<file path="src/rtl/riscv_v_pkg.sv">
// riscv_v_pkg
//   Shared vector-unit types and sizing constants.
//   - RISCV_V_NUM_BYTES_DATA   : bytes per vector register
//   - RISCV_V_NUM_VALID_OSIZES : one-hot element-size encodings (8/16/32/64 bit)
//   - RISCV_V_VL_WIDTH         : width of an active-element count
//   - riscv_v_result_stage_t   : {valid, rd_addr, data, wr_en} pipeline stage record
package riscv_v_pkg;

    localparam int RISCV_V_NUM_BYTES_DATA   = 16;
    localparam int RISCV_V_NUM_VALID_OSIZES = 4;
    localparam int RISCV_V_VL_WIDTH         = $clog2(RISCV_V_NUM_BYTES_DATA) + 1;
    localparam int RISCV_INSTR_RD_WIDTH     = 5;

    typedef logic [RISCV_INSTR_RD_WIDTH-1:0]       riscv_instr_rd_t;
    typedef logic [RISCV_V_NUM_BYTES_DATA-1:0]     riscv_v_rf_wr_en_t;
    typedef logic [RISCV_V_NUM_VALID_OSIZES-1:0]   osize_vector_t;
    typedef logic [8*RISCV_V_NUM_BYTES_DATA-1:0]   riscv_v_data_t;
    typedef logic [RISCV_V_VL_WIDTH-1:0]           riscv_v_vl_t;

    // Default-width stage record; parameterised units build the same layout
    // locally from their own widths.
    typedef struct packed {
        logic              valid;
        riscv_instr_rd_t   rd_addr;
        riscv_v_data_t     data;
        riscv_v_rf_wr_en_t wr_en;
    } riscv_v_result_stage_t;

endpackage

</file>
<file path="src/rtl/riscv_v_byte_en_gen.sv">
// riscv_v_byte_en_gen
//   Combinational per-byte register-file write enables from the element
//   mask, vm, element size and vl.
//   Ports:
//     mask         in  NUM_BYTES   element mask, bit j = element j
//     vm           in  1           1 = unmasked operation
//     osize_vector in  NUM_OSIZES  one-hot element size (bit k => 2^k bytes)
//     vl           in  VL_WIDTH    active element count
//     byte_en      out NUM_BYTES   byte write enables
//   A non-one-hot osize_vector yields all-zero enables.
module riscv_v_byte_en_gen
    import riscv_v_pkg::*;
#(
    parameter int NUM_BYTES  = RISCV_V_NUM_BYTES_DATA,
    parameter int NUM_OSIZES = RISCV_V_NUM_VALID_OSIZES,
    parameter int VL_WIDTH   = $clog2(NUM_BYTES) + 1
) (
    input  logic [NUM_BYTES-1:0]  mask,
    input  logic                  vm,
    input  logic [NUM_OSIZES-1:0] osize_vector,
    input  logic [VL_WIDTH-1:0]   vl,
    output logic [NUM_BYTES-1:0]  byte_en
);

    localparam int BIDX_W = (NUM_BYTES  > 1) ? $clog2(NUM_BYTES)  : 1;
    localparam int OIDX_W = (NUM_OSIZES > 1) ? $clog2(NUM_OSIZES) : 1;

    logic osize_ok;

    assign osize_ok = $onehot(osize_vector);

    always_comb begin
        int unsigned j;
        byte_en = '0;
        j       = 0;
        for (int unsigned k = 0; k < NUM_OSIZES; k++) begin
            if (osize_ok && osize_vector[k[OIDX_W-1:0]]) begin
                for (int unsigned b = 0; b < NUM_BYTES; b++) begin
                    // Element index of this byte for element size 2^k bytes.
                    j = b >> k;
                    if ((j < 32'(vl)) && (vm || mask[j[BIDX_W-1:0]])) begin
                        byte_en[b[BIDX_W-1:0]] = 1'b1;
                    end
                end
            end
        end
    end

endmodule

</file>
<file path="src/rtl/riscv_v_result_pipe.sv">
// riscv_v_result_pipe
//   Vector result pipeline EXE -> MEM -> WB. Captures EXE results with
//   generated byte enables, holds them through MEM and WB, and drives the
//   register-file write buses seen by the bypass network and the RF.
//   Ports:
//     clk, rst            clock, asynchronous active-high reset
//     exe_valid/exe_ready EXE handshake (ready = !mem_valid || !mem_stall)
//     exe_rd_addr, exe_data, exe_mask, exe_vm, exe_osize_vector, exe_vl
//                         EXE result and enable-generation inputs
//     mem_stall           hold the MEM stage
//     flush               kill MEM and the incoming EXE result
//     mem_valid, rf_wr_en_mem, rf_wr_addr_mem, rf_wr_data_mem   MEM stage
//     wb_valid,  rf_wr_en_wb,  rf_wr_addr_wb,  rf_wr_data_wb    WB stage
//     retire_count        WB retirements with nonzero enables (wraps)
module riscv_v_result_pipe
    import riscv_v_pkg::*;
#(
    parameter int NUM_BYTES  = RISCV_V_NUM_BYTES_DATA,
    parameter int ADDR_WIDTH = 5,
    parameter int NUM_OSIZES = RISCV_V_NUM_VALID_OSIZES,
    parameter int VL_WIDTH   = $clog2(NUM_BYTES) + 1
) (
    input  logic                     clk,
    input  logic                     rst,
    input  logic                     exe_valid,
    output logic                     exe_ready,
    input  logic [ADDR_WIDTH-1:0]    exe_rd_addr,
    input  logic [8*NUM_BYTES-1:0]   exe_data,
    input  logic [NUM_BYTES-1:0]     exe_mask,
    input  logic                     exe_vm,
    input  logic [NUM_OSIZES-1:0]    exe_osize_vector,
    input  logic [VL_WIDTH-1:0]      exe_vl,
    input  logic                     mem_stall,
    input  logic                     flush,
    output logic                     mem_valid,
    output logic [NUM_BYTES-1:0]     rf_wr_en_mem,
    output logic [ADDR_WIDTH-1:0]    rf_wr_addr_mem,
    output logic [8*NUM_BYTES-1:0]   rf_wr_data_mem,
    output logic                     wb_valid,
    output logic [NUM_BYTES-1:0]     rf_wr_en_wb,
    output logic [ADDR_WIDTH-1:0]    rf_wr_addr_wb,
    output logic [8*NUM_BYTES-1:0]   rf_wr_data_wb,
    output logic [31:0]              retire_count
);

    typedef struct packed {
        logic                   valid;
        logic [ADDR_WIDTH-1:0]  rd_addr;
        logic [8*NUM_BYTES-1:0] data;
        logic [NUM_BYTES-1:0]   wr_en;
    } stage_t;

    stage_t               mem_q, mem_d;
    stage_t               wb_q,  wb_d;
    logic [31:0]          retire_q, retire_d;
    logic [NUM_BYTES-1:0] exe_byte_en;
    logic                 accept;
    logic                 mem_to_wb;

    riscv_v_byte_en_gen #(
        .NUM_BYTES  (NUM_BYTES),
        .NUM_OSIZES (NUM_OSIZES),
        .VL_WIDTH   (VL_WIDTH)
    ) u_byte_en_gen (
        .mask         (exe_mask),
        .vm           (exe_vm),
        .osize_vector (exe_osize_vector),
        .vl           (exe_vl),
        .byte_en      (exe_byte_en)
    );

    assign exe_ready = !mem_q.valid || !mem_stall;
    assign accept    = exe_valid && exe_ready && !flush;
    assign mem_to_wb = mem_q.valid && !mem_stall && !flush;

    always_comb begin
        mem_d = mem_q;
        if (flush) begin
            // Address/data are left stale; only valid and enables must clear.
            mem_d.valid = 1'b0;
            mem_d.wr_en = '0;
        end else if (accept) begin
            mem_d.valid   = 1'b1;
            mem_d.rd_addr = exe_rd_addr;
            mem_d.data    = exe_data;
            mem_d.wr_en   = exe_byte_en;
        end else if (mem_stall) begin
            mem_d = mem_q;
        end else begin
            mem_d.valid = 1'b0;
            mem_d.wr_en = '0;
        end
    end

    always_comb begin
        wb_d = wb_q;
        if (mem_to_wb) begin
            wb_d = mem_q;
        end else begin
            // Bubble: WB has no stall, so it never holds a result twice.
            wb_d.valid = 1'b0;
            wb_d.wr_en = '0;
        end
    end

    always_comb begin
        retire_d = retire_q;
        if (wb_q.valid && (|wb_q.wr_en)) begin
            retire_d = retire_q + 32'd1;
        end
    end

    always_ff @(posedge clk or posedge rst) begin
        if (rst) begin
            mem_q    <= '0;
            wb_q     <= '0;
            retire_q <= '0;
        end else begin
            mem_q    <= mem_d;
            wb_q     <= wb_d;
            retire_q <= retire_d;
        end
    end

    assign mem_valid      = mem_q.valid;
    assign rf_wr_en_mem   = mem_q.wr_en & {NUM_BYTES{mem_q.valid}};
    assign rf_wr_addr_mem = mem_q.rd_addr;
    assign rf_wr_data_mem = mem_q.data;

    assign wb_valid       = wb_q.valid;
    assign rf_wr_en_wb    = wb_q.wr_en & {NUM_BYTES{wb_q.valid}};
    assign rf_wr_addr_wb  = wb_q.rd_addr;
    assign rf_wr_data_wb  = wb_q.data;

    assign retire_count   = retire_q;

    // An offered result with a malformed element size writes nothing.
    a_osize_onehot: assert property (
        @(posedge clk) disable iff (rst)
        (exe_valid && !flush) |-> $onehot(exe_osize_vector)
    ) else $warning("riscv_v_result_pipe: exe_osize_vector is not one-hot");

endmodule

</file>
<file path="config.mk">
export PLATFORM = sky130hd
export DESIGN_NAME = riscv_v_result_pipe
export DESIGN_NICKNAME = d
export VERILOG_FILES = /design/src/rtl/riscv_v_pkg.sv /design/src/rtl/riscv_v_byte_en_gen.sv /design/src/rtl/riscv_v_result_pipe.sv
export SDC_FILE = /design/constraint.sdc
export NUM_CORES = 1
export LEC_CHECK = 0
export CAP_MARGIN = 20
export CORE_UTILIZATION = 40
export DETAILED_ROUTE_END_ITERATION = 7
export HOLD_SLACK_MARGIN = 0.15
export PLACE_DENSITY_LB_ADDON = 0.1
export SETUP_SLACK_MARGIN = 0.3
export SLEW_MARGIN = 20
export SYNTH_ARGS = -nofsm -noshare
export SYNTH_HDL_FRONTEND = slang
export SYNTH_SLANG_ARGS = --single-unit
</file>
<file path="constraint.sdc">
create_clock -name clk -period 25.2 [get_ports clk]
set_input_delay 5.04 -clock clk [delete_from_list [all_inputs] [get_ports clk]]
set_output_delay 5.04 -clock clk [all_outputs]
set_load 0.01 [all_outputs]
</file>
* Word level (Yosys, flattened, before mapping)
Index checks and enable logic that the tools add are counted.
Cells by class: add/subtract/negate cells 4, magnitude comparators 16, eq/ne operators 2, multiplexer cells 75, bitwise gates (word level) 3, reduce and logical (&&, ||, !) cells 47
Operators by type and width (number):
- $mux W150 | 1
- $mux W16 | 7
- $mux W1 | 67
- $lt A4 B5 Y1 const A | 8
- $add A32 B1 Y32 const B | 1
- $and A16 B16 Y16 | 2
- $logic_and A1 B1 Y1 | 25
- $lt A3 B5 Y1 const A | 4
- $logic_or A1 B1 Y1 | 17
- $reduce_or A16 Y1 | 1
- $lt A1 B5 Y1 const A | 2
- $lt A2 B5 Y1 const A | 2
- $add A1 B1 Y2 | 2
- $add A3 B3 Y3 | 1
- $eq A3 B1 Y1 const B | 1
- $logic_not A1 Y1 | 3
- $ne A3 B1 Y1 const B | 1
- $reduce_and A2 Y1 | 1
- $not A1 Y1 | 1
Storage, ports and cells: bits in registers 332, input port bits 164, output and inout bits 333, word-level logic and storage cells 156

* Longest topological paths before layout
Gate-level depths: netlist of run 1.
depth in word-level cells 13, depth in mapped cells 8, gate-level depth less buffers 8

* Modules after synthesis
A second synthesis of run 1 with hierarchy kept.
Second synthesis, totals: cell total of the unflattened synthesis 1167, area, all modules 15327.2 sq um
Modules (own cells, without submodules):
- riscv_v_result_pipe | instances 1, cells an instance 1086, area an instance 14769.2 sq um, seq. area each 8308.0 sq um
- riscv_v_byte_en_gen | instances 1, cells an instance 81, area an instance 558.0 sq um, seq. area each 0.0 sq um

* Worst setup path after synthesis of run 1
No wires, ideal clock.
path kind input port to output port, start point input port mem_stall, end point output port exe_ready, data arrival time 5146 ps, data required time 20160 ps, slack 15014 ps, cell stages on the path 1, buffers on the path 0, path through nand2_1
On the way: cells in the longest elaborated chain, start to end 2
RTL lines:
- start: declaration | RTL line riscv_v_result_pipe.sv:33 | input logic mem_stall,
- $logic_not A1 Y1 | RTL line riscv_v_result_pipe.sv:72 | assign exe_ready = !mem_q.valid || !mem_stall;
- $logic_or A1 B1 Y1 | RTL line riscv_v_result_pipe.sv:72
- end: declaration | RTL line riscv_v_result_pipe.sv:26 | output logic exe_ready,
No other way between the ends.

* Worst setup path after layout of run 1
Same ends and word-level chain as after synthesis.

==> results of run 1 <==
==> worst paths after layout <==
| kind | from | end | slack, ns |
|---|---|---|---|
| worst max-delay path | mem_stall | exe_ready | 13.91 |
| worst min-delay path | retire_count[31]$_DFFE_PP0P_ | retire_count[31]$_DFFE_PP0P_ | 0.47 |
| worst max register to register | mem_valid$_DFFE_PP0P_ | rf_wr_data_mem[37]$_DFFE_PP0P_ | 22.19 |
| worst min register to register | retire_count[31]$_DFFE_PP0P_ | retire_count[31]$_DFFE_PP0P_ | 0.47 |
| max in group asynchronous | rst | rf_wr_data_mem[110]$_DFFE_PP0P_ | 17.74 |
| min in group asynchronous | rst | rf_wr_data_wb[80]$_DFFE_PP0P_ | 5.07 |
==> metrics by stage <==
stage                     power [W]  cell area, sq um
after floorplan           0.0009830             15220
after detailed placement   0.001130             18670
after CTS                  0.001689             19910
after global routing       0.001746             19920
after global placement     0.001124             18660
final                      0.001662             19920
==> cell type report <==
cell class / instances / area, sq um / area share
antenna: 6 / 15.01 / 0.0007536
clock buffer: 62 / 1205 / 0.06048
clock inverter: 6 / 33.78 / 0.001696
inverter: 3 / 18.77 / 0.0009420
multi-input combinational: 786 / 4678 / 0.2348
sequential: 332 / 8308 / 0.4170
tap: 511 / 639.4 / 0.03209
timing repair buffer: 504 / 5025 / 0.2522
==> cell usage in the layout, fill, tap and decap left out, drive strengths merged, types with 8 or more instances in the layout <==
master and instances:
and2 56, o22ai 8, nand4 12, nand3 20, clkdlybuf4s50 496, nor3 8, buf 8, nand2 428
dfrtp 332, o21ai 12, mux2 134, clkbuf 62, nor2 19, xnor2 26
==> flip-flops by register name, summed over array words and instances, names as in the netlist <==
name	cells
mem_q	16
mem_valid	1
retire_count	32
rf_wr_addr_mem	5
rf_wr_addr_wb	5
rf_wr_data_mem	128
rf_wr_data_wb	128
wb_q	16
wb_valid	1
==> worst max-delay path: stages <==
cell	delay (ns)
sky130_fd_sc_hd__clkdlybuf4s50_1	0.57
sky130_fd_sc_hd__nand2_1	0.13
sky130_fd_sc_hd__clkdlybuf4s50_1	0.52
==> power breakdown <==
group	leakage (nW)	total [W]	internal, W	switching [W]
Clock	0.614	0.000545	0.000327	0.000218
Combinational	4.23	0.000426	0.000250	0.000175
Sequential	4.23	0.000692	0.000631	0.0000604
Total	9.07	0.00166	0.00121	0.000454
==> layer usage <==
metal | global-route usage | vias up | share of wire
met3 | 0.07905 | 69 | 0.091
met1 | 0.2482 | 4996 | 0.40
met2 | 0.3362 | 359 | 0.48
met5 | 0 | - | 0
li1 | - | 4841 | -
met4 | 0.07264 | 0 | 0.028
==> kinds of logic after synthesis <==
| group | Yosys count |
|---|---|
| AND/OR/NAND/NOR | 571 |
| AO/OA/AOI/OAI | 45 |
| XOR/XNOR | 31 |
| multiplexers | 134 |
| adder cells (fa/ha/maj) | 5 |
| buffers and inverters | 327 |
| flip-flops | 332 |
==> results.md, run 1 <==
* Outcome: finished, final reports clean
* Placed Cells incl. Taps at 2136
* Initial Util at 0.4050
* Layout Utilization at 0.5302
* Synth Instances at 1445
* Largest net degree at the start of global routing at 125
* Routed wire length per instance at 18.22 um
* R2r worst-path depth at 6
* Post-Route Setup TNS at 0 ns
* Wire length of the first global-routing pass at 61090 um
* Highest net fanout along the worst path at 4
* Cell type contributing the most total cell area after synthesis: sky130_fd_sc_hd__dfrtp_1
* Fraction of registers with async set or reset after synthesis at 1.000
* H-tree levels at 2
* Synthesized area per cell at 10.53 sq um
* CTS sink cnt at 332
* Arrival time of the worst setup path at 6.26 ns
* Setup-failing EPs final at 0
* Fraction of synthesized area in multiplexers at 0.09915
* Basic-gate share of the synthesized area counting and, or, nand and nor cells at 0.1637
* Clock skew at 0.01224 ns
* Ports at 497
* Buffer cell driving the clock tree root: sky130_fd_sc_hd__clkbuf_16
* Clock tree from TritonCTS: yes
* Worst max-slew margin expressed relative to the limit at 0.2820
* Worst setup SP type: input port
* Achievable clock frequency at 0.08853 GHz
* Max-slew violation count at 0
* Category of the worst setup path capture point: output pin
* Total wire length at 40260 um
* Die Span X at 197.1 um
* Mapped Nets at 1614
* Number of synthesis warnings at 0
* Hold-fix buffers at CTS at 0
* Residual DRC count at 0
* Top post-synthesis cells by count: sky130_fd_sc_hd__nand2_1 (428), sky130_fd_sc_hd__dfrtp_1 (332), sky130_fd_sc_hd__buf_4 (267)
* Fraction of the mapped netlist area in adder cells at 0.004604
* DRC violation total after the first TritonRoute iteration at 492
* Post-Place Setup Slack at 13.91 ns
* Largest family of logic cells by synthesized area: simple AND/OR/NAND/NOR gates
* Number of distinct library cells after synthesis at 50
* Buffer levels on the longest clock path at 3
* Peak supply drop at 0.05664 mV
* Dominant register cell in the synthesized netlist: sky130_fd_sc_hd__dfrtp_1
* Period minus WS final at 11.30 ns
* Reported leakage power at 9.069 nW
* Clock latency on the worst-skew pair at 0.54 ns
* Router iterations before antenna repair at 4
* Count of buffers added by post-CTS timing repair for setup at 0
* Synthesized-area fraction occupied by ao, oa, aoi and oai cells at 0.02105
* Number of input and output port buffers inserted at 496
* Path type of the worst min-delay path: reg2reg
* Post-synthesis xor/xnor area fraction at 0.01784
* Area share of the largest cell type after synthesis at 0.5459
* Layout Nets at 1836
* Gr ovfl total at 0
* Core area at 37580 sq um
* Growth of design area from synthesis to finish at 30.91%
* Antenna violations before repair at 5
* Cell with the most instances after synthesis: sky130_fd_sc_hd__nand2_1
* Total number of vias at 10270
* Number of hold violations in the final report at 0
* Post-DP HPWL at 27920 um
* Area enclosed by the die boundary at 38830 sq um
* Floorplan row count at 71
* Instance count along the most critical hold path at 1
* Share of the yosys chip area belonging to registers at 0.5459
* Data required time at the worst endpoint at 20.16 ns
* Final Worst Setup Slack at 13.91 ns
* Fraction of layout instances using a drive strength above 1 at 0.1282
* Vertical die dimension at 197.1 um
* Filler Cells Inserted at 3456
* Worst-margin pin slew at 1.077 ns
* Final worst path period share at 0.4482
* Via count of the first global-routing pass at 10300
* PD cells at 83.44 nW/um^2
* Routability congestion estimate from global placement at 0.8556
* Count of antenna-violating nets left after detailed routing at 0
* Netlist area before placement at 15220 sq um
* Number of flops mapped to enable cells by yosys at 0
* Count of maximum capacitance violations at 0
* Detail-routed via count per cell at 4.645
* Clock slew at reported path FFs at 0.05 ns
* Final cell count without fillers at 2210
* Gr usage total at 0.2061
* Post-synthesis sequential element count at 332
* Worst Path Class, Setup: in2out
* Cell types occupying the most area after synthesis: sky130_fd_sc_hd__dfrtp_1 (55%), sky130_fd_sc_hd__buf_4 (13%), sky130_fd_sc_hd__nand2_1 (11%)
* Number of cells upsized or downsized after cts at 0
* Clock buffers created by TritonCTS at 40
* Final hold slack at 0.4695 ns
* Unrepaired setup endpoints after global routing: no
No activity file was read; power rests on OpenSTA's default activity.
==> run 2, diff against run 1 <==
clock period = 10.1 ns   (was 25.2 ns; I/O delays follow)
==> results.md, run 2 (synthesized netlist as in run 1, its figures left out) <==
* Total wire length at 40680 um
* Clock latency on the worst-skew pair at 0.54 ns
* Data required time at the worst endpoint at 8.08 ns
* Critical-path top delay cell: sky130_fd_sc_hd__clkdlybuf4s50_1
* Arrival time of the worst setup path at 3.22 ns
* Residual DRC count at 0
* Buffer cell driving the clock tree root: sky130_fd_sc_hd__clkbuf_16
* Count of antenna-violating nets left after detailed routing at 0
* Routability congestion estimate from global placement at 0.8343
* Floorplan row count at 71
* PD cells at 210.6 nW/um^2
* Crit-path cells: clkdlybuf4s50_1 > nand2_1 > clkdlybuf4s50_1
* Unrepaired setup endpoints after global routing: no
* Max stage delay on crit path at 0.57 ns
* Die Span X at 197.1 um
* Clock buffers created by TritonCTS at 39
* Buffer and inverter count on the worst path at 2
* Number of input and output port buffers inserted at 496
* Worst-margin pin slew at 1.014 ns
* Layout Nets at 1835
* Number of hold violations in the final report at 0
* Highest net fanout along the worst path at 4
* Achievable clock frequency at 0.1907 GHz
* Buffer levels on the longest clock path at 3
* Area enclosed by the die boundary at 38830 sq um
* Count of maximum capacitance violations at 0
* Routed wire length per instance at 18.42 um
* Gr usage total at 0.2076
* Post-DP HPWL at 28290 um
* FF-to-FF End: mem_q[0]$_DFFE_PP0P_
* Post-Route Setup TNS at 0 ns
* Final standard cell area without fillers at 19990 sq um
* Detail-routed via count per cell at 4.649
* Router iterations before antenna repair at 5
* Most common cell after layout, fill and taps aside: sky130_fd_sc_hd__clkdlybuf4s50_1
* Final worst path period share at 0.5193
* Layout Utilization at 0.5319
* Family with the most delay on the worst path: buffers and inverters
* Ports at 497
* Gr ovfl total at 0
* DRC violation total after the first TritonRoute iteration at 472
* Instance count along the most critical hold path at 1
* Initial Util at 0.4050
* Filler Cells Inserted at 3381
* Instance area after placement at 18690 sq um
* Startpoint of the lowest-slack hold path: retire_count[31]$_DFFE_PP0P_
* Max-slew violation count at 0
* Vertical die dimension at 197.1 um
* Period minus WS final at 5.245 ns
* CTS sink cnt at 332
* Path type of the worst min-delay path: reg2reg
* Hold-fix buffers at CTS at 0
* Antenna violations before repair at 2
* Clock tree from TritonCTS: yes
* Reported leakage power at 9.102 nW
* Total number of vias at 10270
* Fraction of layout instances using a drive strength above 1 at 0.1297
* Worst setup SP type: input port
* H-tree levels at 2
* CP dominant cell by count: sky130_fd_sc_hd__clkdlybuf4s50_1
* Wire length of the first global-routing pass at 61230 um
* Peak supply drop at 0.1513 mV
* Count of buffers added by post-CTS timing repair for setup at 0
* Largest net degree at the start of global routing at 160
* Setup-failing EPs final at 0
* Worst Path Class, Setup: in2out
* Clock skew at 0.007536 ns
* Number of cells upsized or downsized after cts at 0
* Clock slew at reported path FFs at 0.05 ns
* R2r worst-path depth at 5
* Hold Path Sink: retire_count[31]$_DFFE_PP0P_
* Commonest non-fill, non-tap cells in the layout: sky130_fd_sc_hd__clkdlybuf4s50_1 (496), sky130_fd_sc_hd__nand2_1 (428), sky130_fd_sc_hd__dfrtp_1 (332), sky130_fd_sc_hd__mux2_2 (134), sky130_fd_sc_hd__and2_1 (55)
* Outcome: finished, final reports clean
* Reg-to-Reg Start: mem_valid$_DFFE_PP0P_
* Worst setup slack for register-to-register paths at 7.01 ns
* Core area at 37580 sq um
* Via count of the first global-routing pass at 10290
* Worst max-slew margin expressed relative to the limit at 0.3243
* Growth of design area from synthesis to finish at 31.35%
* Category of the worst setup path capture point: output pin
## run 2: how the worst max path moves through the flow
stage | slack (ns) | cells after the start | to | from
after floorplan | 3.65 | 1 | mem_q[0]$_DFFE_PP0P_ | rst
after global placement | 4.88 | 3 | exe_ready | mem_stall
after detailed placement | 4.86 | 3 | exe_ready | mem_stall
after CTS | 4.86 | 3 | exe_ready | mem_stall
after global routing | 4.79 | 3 | exe_ready | mem_stall
final | 4.86 | 3 | exe_ready | mem_stall
## run 2: cell type report
class,instances,area (sq um),area share
inverter,3,15.01,0.0007511
tap,511,639.4,0.03199
clock inverter,13,143.9,0.007198
antenna,2,5.005,0.0002504
clock buffer,58,1150,0.05752
multi-input combinational,786,4678,0.2340
timing repair buffer,504,5050,0.2526
sequential,332,8308,0.4156
## run 2: layer usage
| metal | global-route usage | wire length, um | up-vias |
|---|---|---|---|
| li1 | - | - | 4851 |
| met1 | 0.2428 | 15980 | 4985 |
| met2 | 0.3438 | 19680 | 372 |
| met3 | 0.08588 | 3912 | 61 |
| met4 | 0.06977 | 1112 | 0 |
| met5 | 0 | 0 | - |
## run 2: power breakdown
group / internal [W] / leakage (nW) / switching [W]
clock network: 0.000865 / 0.643 / 0.000555
logic: 0.000625 / 4.23 / 0.000441
registers: 0.00158 / 4.23 / 0.000150
## run 2: through the flow
step | power (W) | setup WS (ns) | hold slack (ns) | std cells
2_1_floorplan | 0.002453 | 3.645 | 0.4558 | 1445
6_report | 0.004210 | 4.855 | 0.4774 | 2209
5_1_grt | 0.004410 | 4.794 | 0.5141 | 2208
4_1_cts | 0.004266 | 4.860 | 0.4846 | 2207
3_3_place_gp | 0.002807 | 4.875 | 0.4636 | 2136
3_5_place_dp | 0.002822 | 4.864 | 0.4705 | 2136
## run 2: worst reg2reg max path, cell delays in order (launching register included)
cell and delay (ns):
sky130_fd_sc_hd__dfrtp_1 0.62, sky130_fd_sc_hd__nand2_1 0.23, sky130_fd_sc_hd__and3b_4 0.85, sky130_fd_sc_hd__buf_4 0.88, sky130_fd_sc_hd__o41ai_1 0.25, sky130_fd_sc_hd__o21ai_0 0.18
==> run 3, diff against run 2 <==
clock period = 5 ns   (was 10.1 ns; I/O delays follow)
==> results.md, run 3 (synthesized netlist as in run 1, its figures left out) <==
* Path type of the worst min-delay path: reg2reg
* Clock skew at 0.01318 ns
* Placed Cells incl. Taps at 2137
* Commonest non-fill, non-tap cells in the layout: sky130_fd_sc_hd__clkdlybuf4s50_1 (496), sky130_fd_sc_hd__nand2_1 (428), sky130_fd_sc_hd__dfrtp_1 (332), sky130_fd_sc_hd__mux2_2 (134), sky130_fd_sc_hd__and2_1 (55)
* Data required time at the worst endpoint at 5.46 ns
* R2r worst-path depth at 5
* P_sw at 0.002321 W
* Buffer cell driving the clock tree root: sky130_fd_sc_hd__clkbuf_16
* Core area at 37580 sq um
* Achievable clock frequency at 0.2748 GHz
* Antenna violations before repair at 6
* Routed wire length per instance at 18.30 um
* Worst setup SP type: input port
* Router iterations before antenna repair at 4
* Max-slew violation count at 0
* Met3 routing resource usage after global routing at 0.07683
* Met2 Track Usage GR at 0.3422
* Arrival time of the worst setup path at 4.10 ns
* Hold-fix buffers at CTS at 0
* Gr usage total at 0.2079
* FF-to-FF End: rf_wr_data_mem[48]$_DFFE_PP0P_
* H-tree levels at 2
* Number of input and output port buffers inserted at 496
* DRC violation total after the first TritonRoute iteration at 451
* Total number of vias at 10260
* Startpoint of the lowest-slack hold path: retire_count[31]$_DFFE_PP0P_
* Fraction of layout instances using a drive strength above 1 at 0.1324
* Largest net degree at the start of global routing at 151
* Share of total power in the clock network at 0.334
* Clock tree from TritonCTS: yes
* Count of antenna-violating nets left after detailed routing at 0
* Met1 routing resource usage after global routing at 0.2528
* Buffer levels on the longest clock path at 3
* Count of buffers added by post-CTS timing repair for setup at 0
* Clock buffers created by TritonCTS at 40
* Routability congestion estimate from global placement at 0.8519
* Initial Util at 0.4050
* Final hold slack at 0.4730 ns
* Ports at 497
* Gr ovfl total at 0
* Area enclosed by the die boundary at 38830 sq um
* PD cells at 421.6 nW/um^2
* Worst max-slew margin expressed relative to the limit at 0.3236
* Via count of the first global-routing pass at 10500
* Growth of design area from synthesis to finish at 31.89%
* Period minus WS final at 3.639 ns
* Internal power at 0.006142 W
* Unrepaired setup endpoints after global routing: no
* Instance count along the most critical hold path at 1
* Layout Nets at 1837
* Detail-routed via count per cell at 4.630
* Final worst path period share at 0.7277
* Reg-to-Reg Start: mem_valid$_DFFE_PP0P_
* Residual DRC count at 0
* Post-DP HPWL at 28390 um
* Number of hold violations in the final report at 0
* Clock latency on the worst-skew pair at 0.53 ns
* Combinational fraction of design power at 0.254
* Total wire length at 40560 um
* Die Span X at 197.1 um
* Floorplan row count at 71
* Count of maximum capacitance violations at 0
* Relative contribution of sequential cells to total power at 0.412
* CTS sink cnt at 332
* Number of cells upsized or downsized after cts at 0
* Worst-margin pin slew at 1.010 ns
* Highest net fanout along the worst path at 7
* Worst setup slack for register-to-register paths at 2.72 ns
* Final cell count without fillers at 2216
* Sw Ratio at 0.2743
* Worst Path Class, Setup: in2reg
* Most used routing layer in global routing: met2
* Reported leakage power at 9.130 nW
* Vertical die dimension at 197.1 um
* Wire length of the first global-routing pass at 62330 um
* Layout Utilization at 0.5341
* Category of the worst setup path capture point: flip-flop
* Clock slew at reported path FFs at 0.06 ns
* Most common cell after layout, fill and taps aside: sky130_fd_sc_hd__clkdlybuf4s50_1
* Setup-failing EPs final at 0
* Peak supply drop at 0.2286 mV
* Outcome: finished, final reports clean
* Hold Path Sink: retire_count[31]$_DFFE_PP0P_
run 3: changes by cell type in the layout (fill, tap and decap cells not counted), sizes merged:
cell,before,now
diode,2,6
bufinv,3,0
clkbuf,58,61
buf,8,9
clkinvlp,1,2
inv,2,3
run 3: layout make-up:
cell class / instances / area [sq um]
sequential: 332 / 8308
clock buffer: 61 / 1222
tap: 511 / 639.4
multi-input combinational: 786 / 4672
timing repair buffer: 505 / 5120
antenna: 6 / 15.01
fill: 3406 / 17510
clock inverter: 12 / 80.08
inverter: 3 / 15.01
run 3: worst max path at each step:
stage / depth (start not counted) / from / to / slack, ns
final: 8 / exe_osize_vector[3] / mem_q[7]$_DFFE_PP0P_ / 1.36
after global routing: 9 / exe_osize_vector[3] / mem_q[14]$_DFFE_PP0P_ / 1.04
after floorplan: 1 / rst / mem_q[0]$_DFFE_PP0P_ / -0.43
after detailed placement: 8 / exe_osize_vector[3] / mem_q[7]$_DFFE_PP0P_ / 0.86
after CTS: 8 / exe_osize_vector[3] / mem_q[7]$_DFFE_PP0P_ / 1.40
after global placement: 8 / exe_osize_vector[3] / mem_q[7]$_DFFE_PP0P_ / 1.08
run 3: power by group through the flow:
stage | Combinational (W) | Clock, W | Sequential (W)
2_1_floorplan | 0.00151 | 0 | 0.00344
3_3_place_gp | 0.00216 | 0 | 0.00351
3_5_place_dp | 0.00217 | 0 | 0.00353
4_1_cts | 0.00218 | 0.00290 | 0.00349
5_1_grt | 0.00230 | 0.00302 | 0.00356
6_report | 0.00215 | 0.00282 | 0.00349
run 3: through the flow:
| step | power, W | TNS, ns | setup WS [ns] | instance area [sq um] |
|---|---|---|---|---|
| floorplan | 0.004955 | -144.30 | -0.4346 | 15220 |
| global placement | 0.005678 | 0 | 1.076 | 18750 |
| detailed placement | 0.005707 | 0 | 0.8561 | 18750 |
| CTS | 0.008581 | 0 | 1.398 | 20060 |
| global route | 0.008888 | 0 | 1.037 | 20070 |
| finish | 0.008463 | 0 | 1.361 | 20070 |
run 3: layer usage:
metal	routed length, um	up-vias
li1	-	4847
met1	16090	5006
met2	19830	358
met3	3807	50
met4	830	0
met5	0	-
run 3: critical path: stages:
cell and delay, ns:
sky130_fd_sc_hd__clkdlybuf4s50_1 0.61, sky130_fd_sc_hd__ha_1 0.29, sky130_fd_sc_hd__ha_1 0.20, sky130_fd_sc_hd__fa_1 0.47, sky130_fd_sc_hd__nor3b_1 0.67, sky130_fd_sc_hd__nand2_1 0.24
sky130_fd_sc_hd__o311ai_0 0.41, sky130_fd_sc_hd__a22o_1 0.18
==> variant: new RTL, settings of run 1 <==
Reset style: synchronous (`rst`), changed in one clocked block. Comments in the files are not updated.
--- a/src/rtl/riscv_v_result_pipe.sv
+++ b/src/rtl/riscv_v_result_pipe.sv
@@ -111,5 +111,5 @@
     end
 
-    always_ff @(posedge clk or posedge rst) begin
+    always_ff @(posedge clk) begin
         if (rst) begin
             mem_q    <= '0;
Function: differs if rst is asserted again (counterexample within 4 cycles, from zero or initial values and one cycle with rst high); with rst held inactive, the same outputs for 4 cycles.
==> variant against run 1 <==
Clock skew barely moved. Wire length grew 8.8%. Final cell count rose by 14%. Area after synthesis fell by 2.5%. Critical path depth grew 1. Non-clock buffer count is the same. Worst setup slack worse by 0.27 ns. Highest routed layer unchanged. Sequential cell count stayed put. Count of clock-buffer cells in the layout shrank 8. Die area down 2.5%. Final area decreased by 3.5%.
Power is not compared: it rests on default switching activity, and its combinational part moved more than twofold at a synthesized area within 25%.
==> variant: results (changes against run 1) <==
| Metric | Value |
|---|---|
| Status | completed |
| Via count of the first global-routing pass | 11500 (+12%) |
| Drt first pass iters | 5 (+1) |
| WL final | 43810 µm (+8.8%) |
| Gr usage total | 22.41% (+1.8 points) |
| Antenna violations before repair | 4 (-1) |
| Met3 wire length | 3443 µm (-6.3%) |
| Slew headroom | 26.73% (-1.5 points) |
| Fraction of area in registers | 34.57% (-7.1 points) |
| Via count | 12350 (+20%) |
| Cts bufs inserted | 39 (-2.5%) |
| Max FO, Critical Path | 6 (+2) |
| Async SR Flop Fraction | 0% (-100 points) |
| Post-synthesis cell type count | 68 (+36%) |
| Compound-Gate Fraction of Synth Area | 12.91% (+11 points) |
| Worst Path Arrival | 6.52 ns (+0.26 ns) |
| Hold path cells | 2 (+1) |
| Share of post-route cells with drive strength above 1 | 6.222% (-6.6 points) |
| Clock Skew | 0.01192 ns (-0.0003227 ns) |
| Routing usage on met1 | 26.70% (+1.9 points) |
| RePlAce Congestion | 0.8630 (+0.86%) |
| Signal buf overhead | 26.16% (+0.94 points) |
| Post-Synth XOR/XNOR Area | 0.05905% (-1.7 points) |
| #MultiIn Comb | 1129 (+44%) |
| Antenna cell count | 4 (-2) |
| Detailed placer's ending HPWL | 29750 µm (+6.6%) |
| Nets | 2182 (+19%) |
| Primary FF master, synth | dfxtp_1 |
| Clk cell area share | 6.456% (+0.24 points) |
| Synth Area in Adders | 0.4724% (+0.012 points) |
| Pin count of the biggest net entering global routing | 133 (+6.4%) |
| Number of non-clock inverters | 7 (+4) |
| Multiplexer share of the synthesized area | 2.067% (-7.8 points) |
| WL met2 | 20600 µm (+6.3%) |
| Worst path max stage delay | 0.52 ns (-0.05 ns) |
| Fill count | 3463 (+0.20%) |
-- variant: where the power goes --
part / leakage (nW) / switching [W] / internal, W
registers: 2.69 / 0.00000882 / 0.000536
logic: 3.29 / 0.0000523 / 0.0000520
clock network: 0.624 / 0.000226 / 0.000322
total: 6.60 / 0.000287 / 0.000911
-- variant: stage by stage --
step	cell area, µm²	setup slack, ns	cells	util, %	total power, W
final	19220	13.64	2513	52.64	0.001198
after detailed placement	17970	13.65	2440	49.21	0.0006615
after global routing	19220	13.58	2513	52.64	0.001245
after floorplan	14830	14.73	1850	-	0.0006130
after CTS	19210	13.64	2509	52.61	0.001215
after global placement	17970	13.67	2440	49.21	0.0006604
-- variant: path summary, 6_finish.rpt --
path	slack [ns]	end	startpoint
max	13.64	exe_ready	mem_stall
min	0.45	rf_wr_data_wb[120]	rf_wr_data_wb[120]
max reg2reg	22.09	rf_wr_data_mem[27]	mem_valid
min reg2reg	0.45	rf_wr_data_wb[120]	rf_wr_data_wb[120]
